File: config.mk
export PLATFORM = sky130hd
export DESIGN_NAME = ps2_rx_frame_flat
export DESIGN_NICKNAME = d
export VERILOG_FILES = /design/src/rtl/ps2_rx_frame_if.sv /design/src/rtl/ps2_rx_frame.sv /design/src/flat_wrapper.sv
export SDC_FILE = /design/constraint.sdc
export NUM_CORES = 1
export LEC_CHECK = 0
export BUFFER_PORTS_ARGS = -buffer_cell sky130_fd_sc_hd__buf_4
export CORE_UTILIZATION = 45
export CTS_CLUSTER_DIAMETER = 120
export CTS_CLUSTER_SIZE = 25
export DETAILED_ROUTE_END_ITERATION = 12
export PLACE_DENSITY_LB_ADDON = 0.08
export SLEW_MARGIN = 40
export SYNTH_ARGS = -nofsm -noshare
export SYNTH_HDL_FRONTEND = slang
export SYNTH_SLANG_ARGS = --single-unit
File: constraint.sdc
create_clock -name clk -period 4.31 [get_ports clk]
set_input_delay 0 -clock clk [delete_from_list [all_inputs] [get_ports clk]]
set_output_delay 0 -clock clk [all_outputs]
set_load 0.005 [all_outputs]
File: src/rtl/ps2_rx_frame_if.sv
// Receive-side result bus of the PS/2 frame receiver: byte, strobes and busy.
interface ps2_rx_frame_if;
    logic [7:0] data;
    logic       rdy;
    logic       err;
    logic       busy;

    modport master (output data, output rdy, output err, output busy);
    modport slave  (input  data, input  rdy, input  err, input  busy);
endinterface

File: src/rtl/ps2_rx_frame.sv
// PS/2 device-to-host frame receiver: sync, falling-edge sample, start/parity/stop check.
// Optional clock glitch filter enabled by defining PS2_RX_FILTER_EN.
module ps2_rx_frame #(
    parameter int CLK_HZ     = 12000000,
    parameter int TIMEOUT_US = 200,
    parameter int FILTER_LEN = 4
) (
    input  logic              clk,
    input  logic              rst,
    input  logic              ps2_clk,
    input  logic              ps2_data,
    ps2_rx_frame_if.master    bus
);

    localparam int TO_MAX = CLK_HZ / 1000000 * TIMEOUT_US;
    localparam int TW     = $clog2(TO_MAX + 1);

    if (FILTER_LEN < 1) begin : g_bad_filter_len
        $error("FILTER_LEN must be at least 1");
    end

    typedef enum logic [1:0] {IDLE, DATA, PARITY, STOP} state_t;

    logic          clk_s1, clk_s2, dat_s1, dat_s2;
    logic          edge_clk, samp, clk_prev, fall;
    state_t        state;
    logic [2:0]    bit_cnt;
    logic [7:0]    shift;
    logic          par;
    logic [TW-1:0] to_cnt;
    logic [7:0]    data_q;
    logic          rdy_q, err_q, busy_q;

    // Idle-high bus: synchronisers come out of reset at 1 so no false edge appears.
    always_ff @(posedge clk or negedge rst) begin
        if (!rst) begin
            clk_s1 <= 1'b1;
            clk_s2 <= 1'b1;
            dat_s1 <= 1'b1;
            dat_s2 <= 1'b1;
        end else begin
            clk_s1 <= ps2_clk;
            clk_s2 <= clk_s1;
            dat_s1 <= ps2_data;
            dat_s2 <= dat_s1;
        end
    end

`ifdef PS2_RX_FILTER_EN
    localparam int FW = $clog2(FILTER_LEN + 1);

    logic [FW-1:0]         flt_cnt;
    logic                  flt_clk;
    logic [FILTER_LEN-1:0] dat_dly;

    // Level flips only after FILTER_LEN consecutive disagreeing samples;
    // data rides a matching delay line so it stays aligned with the edge.
    always_ff @(posedge clk or negedge rst) begin
        if (!rst) begin
            flt_cnt <= '0;
            flt_clk <= 1'b1;
            dat_dly <= '1;
        end else begin
            if (clk_s2 == flt_clk) begin
                flt_cnt <= '0;
            end else if (flt_cnt == FW'(FILTER_LEN - 1)) begin
                flt_clk <= clk_s2;
                flt_cnt <= '0;
            end else begin
                flt_cnt <= flt_cnt + 1'b1;
            end
            dat_dly[0] <= dat_s2;
            for (int i = 1; i < FILTER_LEN; i++) dat_dly[i] <= dat_dly[i-1];
        end
    end

    assign edge_clk = flt_clk;
    assign samp     = dat_dly[FILTER_LEN-1];
`else
    assign edge_clk = clk_s2;
    assign samp     = dat_s2;
`endif

    always_ff @(posedge clk or negedge rst) begin
        if (!rst) clk_prev <= 1'b1;
        else      clk_prev <= edge_clk;
    end

    assign fall = clk_prev & ~edge_clk;

    always_ff @(posedge clk or negedge rst) begin
        if (!rst) begin
            state   <= IDLE;
            bit_cnt <= '0;
            shift   <= '0;
            par     <= 1'b0;
            to_cnt  <= '0;
            data_q  <= '0;
            rdy_q   <= 1'b0;
            err_q   <= 1'b0;
            busy_q  <= 1'b0;
        end else begin
            rdy_q <= 1'b0;
            err_q <= 1'b0;

            if (fall)
                to_cnt <= '0;
            else if (state != IDLE && to_cnt != TW'(TO_MAX))
                to_cnt <= to_cnt + 1'b1;

            // A stalled frame is abandoned; timeout wins over a coincident edge.
            if (state != IDLE && to_cnt == TW'(TO_MAX)) begin
                err_q  <= 1'b1;
                busy_q <= 1'b0;
                state  <= IDLE;
                to_cnt <= '0;
            end else if (fall) begin
                case (state)
                    IDLE: begin
                        if (!samp) begin
                            state   <= DATA;
                            bit_cnt <= '0;
                            busy_q  <= 1'b1;
                        end
                    end
                    DATA: begin
                        shift   <= {samp, shift[7:1]};
                        bit_cnt <= bit_cnt + 1'b1;
                        if (bit_cnt == 3'd7) state <= PARITY;
                    end
                    PARITY: begin
                        par   <= samp;
                        state <= STOP;
                    end
                    STOP: begin
                        if (samp && (^{shift, par})) begin
                            data_q <= shift;
                            rdy_q  <= 1'b1;
                        end else begin
                            err_q  <= 1'b1;
                        end
                        state  <= IDLE;
                        busy_q <= 1'b0;
                    end
                    default: state <= IDLE;
                endcase
            end
        end
    end

    assign bus.data = data_q;
    assign bus.rdy  = rdy_q;
    assign bus.err  = err_q;
    assign bus.busy = busy_q;

endmodule

File: src/flat_wrapper.sv
// flat-port wrapper written by rule: the top's interface ports become plain ports
module ps2_rx_frame_flat 
#(
    parameter int CLK_HZ     = 12000000,
    parameter int TIMEOUT_US = 200,
    parameter int FILTER_LEN = 4
)
  (clk, rst, ps2_clk, ps2_data, bus_data, bus_rdy, bus_err, bus_busy);
  ps2_rx_frame_if bus_i ();
  input  logic clk;
  input  logic rst;
  input  logic ps2_clk;
  input  logic ps2_data;
  output wire logic [$bits(bus_i.data)-1:0] bus_data;
  output wire logic [$bits(bus_i.rdy)-1:0] bus_rdy;
  output wire logic [$bits(bus_i.err)-1:0] bus_err;
  output wire logic [$bits(bus_i.busy)-1:0] bus_busy;
  assign bus_data = bus_i.data;
  assign bus_rdy = bus_i.rdy;
  assign bus_err = bus_i.err;
  assign bus_busy = bus_i.busy;
  ps2_rx_frame #(.CLK_HZ(CLK_HZ), .TIMEOUT_US(TIMEOUT_US), .FILTER_LEN(FILTER_LEN)) u_core (.clk(clk), .rst(rst), .ps2_clk(ps2_clk), .ps2_data(ps2_data), .bus(bus_i));
endmodule
==> results.ini <==
[outcome]
status=finished clean

[clock_network]
cts.reportedPaths.clkPinSlew_ns=0.08
cts_tree=yes
clock-root-buffer=clkbuf_8
clk-insertion-delay-late_ns=0.30
cts_max_path_buffers=2
cts-htree-levels=2
hold_buffers=3
cts_resized=0
cts_setup_buffers=0
clock-sinks=42
cts_buffers=5

[timing]
final.setup.tns_ns=0
tightest_slew_ns=0.6925
fin_crit_sh_pct=59.18
min_period_ns=2.551
hold_viol=0
slew_violations=0
slew_headroom_pct=52.64
rsz0062_at_grt=false
setup_viol=0
fmax_mhz=392.1
clock-skew-final_ns=0.006151

[detailed_routing]
num_vias=1309
drc=0
drtPass1Iterations=4
via_per_inst=5.409
wl_um=3672
wire_per_inst_um=15.17
ant_nets=0
drt_iter0_markers=101

[synth]
synth_fp_nets=183
syn_area_mm2=0.002007
yosysWarningCount=0
synth_cell_types=41
yosysTopAreaCell=dfrtp_1
synth_top_area_share_pct=46.13
ys_seq_area_share_pct=52.68
synthTopCellsByArea=dfrtp_1 (46%), mux2_2 (9.5%), dfstp_2 (6.5%)
synth-seq-cells=42
netlist_instances=170
syn_area_per_cell_um2=11.81

[floorplan]
initial_core_util_pct=48.43
dieHeight_um=68.78
dieWidth_um=68.78
coreArea_mm2=0.004144
die_area_mm2=0.004731
num_rows=23
io_pins=15

[flow_run]
max_cap_viol_count=0

[placement]
post-dp-hpwl_um=2590
dpl.cell_count=231
place_area_mm2=0.002152
gp_congestion=0.9066
place.port_buffers=14

[cells_and_area]
fillers=369
drive_gt1_share_pct=25.00
fin_nets=204
finalNonFillerCells=242
fin_area_mm2=0.002272
n_antenna_cell=0
syn2layout_area_growth_pct=13.22

[global_routing]
track_usage_pct=18.22
overflow=0
grt_pass1_wl_um=6127
antenna_found_initial=0
grt_max_degree=43
grt_pass1_vias=1280

[critical_path]
cp-start-kind=flop
crit_arrival_ns=2.74
crit_fanout=14
end_kind=flop
required_ns=4.50
worstSetupPathType=reg2reg

[hold_path]
hp-class=in2async

[pwr]
vdd_drop_max_uv=291.3
powerDensity_mw_per_mm2=571.2
leakage_uw=0.001054

[layer usage]
layer | routed length [µm] | global-route usage (%) | share of wire, %
met5 | 0 | 0 | 0
met1 | 1935 | 27.66 | 53
met4 | 68 | 8.418 | 1.9
met3 | 137 | 5.099 | 3.7
met2 | 1531 | 23.41 | 42
[synthesized netlist by cell type]
cell type,n
xnor2_1,11
clkbuf_1,1
a221o_1,2
inv_1,5
nor3b_1,1
a31oi_1,2
buf_4,1
dfrtp_1,37
a21oi_1,4
nand2b_1,4
o211ai_1,1
nor2b_1,1
and2b_1,1
or3_1,1
nor4_1,3
a211o_1,1
buf_6,1
o21ai_0,6
nand2_2,1
nor3b_2,1
and2_1,1
and3_2,1
a31o_2,1
and3_1,1
nand4_1,1
xor2_1,3
nand3_1,8
and4_1,1
o31ai_1,1
nor2_1,9
ha_1,9
a2111oi_0,1
xnor3_1,1
a22o_1,1
nand2_1,14
dfstp_2,5
mux2_2,17
and4b_1,2
a32o_1,1
nor3_1,5
nor4bb_1,2
[cell families (layout without fill, tap and decap cells)]
family,count (synthesis),count (layout),share of synthesized area [%]
AO/OA/AOI/OAI,21,21,7.108
XOR/XNOR,15,15,7.232
adder cells (fa/ha/maj),9,9,5.611
buffers and inverters,8,30,2.057
flip-flops,42,42,52.68
multiplexers,17,17,9.538
AND/OR/NAND/NOR,58,58,15.77
[power breakdown]
part,total [µW],internal (µW),switching (µW)
sequential,571,484,87.8
clock,256,114,142
combinational,470,251,220
[registers in the layout, indices dropped and copies added, names as in the netlist, 2 cells and up]
signal and flops:
u_core.shift 8, u_core.bit_cnt 3, u_core.state 2, u_core.bus.data 8, u_core.to_cnt 12
[layout make-up]
cell class	count	area, µm²	share of cell area (%)
flip-flops and latches	42	1057	46.53
repair buffers	17	135.1	5.947
clock inverters	3	21.27	0.9361
inverters	5	18.77	0.8260
clock buffers	5	68.82	3.029
multi-input cells	120	908.4	39.98
well taps	50	62.56	2.753
[path summary, 6_finish.rpt]
| path | startpoint | to | slack, ns | depth (start not counted) |
|---|---|---|---|---|
| worst min-delay path | rst | u_core.to_cnt[9]$_DFFE_PN0P_ | 0.21 | 2 |
| max in group asynchronous | rst | u_core.clk_prev$_DFF_PN1_ | 3.72 | 2 |
| worst min register to register | u_core.dat_s1$_DFF_PN1_ | u_core.dat_s2$_DFF_PN1_ | 0.36 | 0 |
| worst max-delay path | u_core.state[1]$_DFFE_PN0P_ | u_core.bus.data[2]$_DFFE_PN0P_ | 1.76 | 6 |
| min in group clk | ps2_clk | u_core.clk_s1$_DFF_PN1_ | 0.35 | 2 |
| worst max register to register | u_core.state[1]$_DFFE_PN0P_ | u_core.bus.data[2]$_DFFE_PN0P_ | 1.76 | 6 |
[placed cells by master (no fill, tap or decap), types with 2 or more instances in the layout]
master,instances
xor2_1,3
o21ai_0,6
dfstp_2,5
mux2_2,17
and4b_1,2
nor2_1,9
nand3_1,8
dlygate4sd3_1,3
nand2b_1,4
nor3_1,5
xnor2_1,11
a21oi_1,4
a31oi_1,2
ha_1,9
nor4bb_1,2
nor4_1,3
nand2_1,14
inv_1,5
buf_4,14
dfrtp_1,37
clkbuf_8,5
a221o_1,2
[through the flow]
stage / total power [µW] / util, % / setup slack [ns] / hold slack [ns]
5_1_grt: 1402 / 54.83 / 1.596 / 0.2799
2_1_floorplan: 920.5 / - / 2.433 / -0.2956
3_3_place_gp: 1029 / 51.93 / 1.923 / 0.003744
3_5_place_dp: 1050 / 51.93 / 1.799 / 0.01717
4_1_cts: 1311 / 54.83 / 1.786 / 0.2279
6_report: 1298 / 54.83 / 1.759 / 0.2089
[worst max-delay path, cell delays in order, from the launching register on]
cell,delay [ns]
dfrtp_1,0.43
inv_1,0.12
ha_1,0.44
nor4_1,0.11
and3_2,0.29
nor3b_2,0.63
mux2_2,0.42
Power figures use the tool's default switching activity.
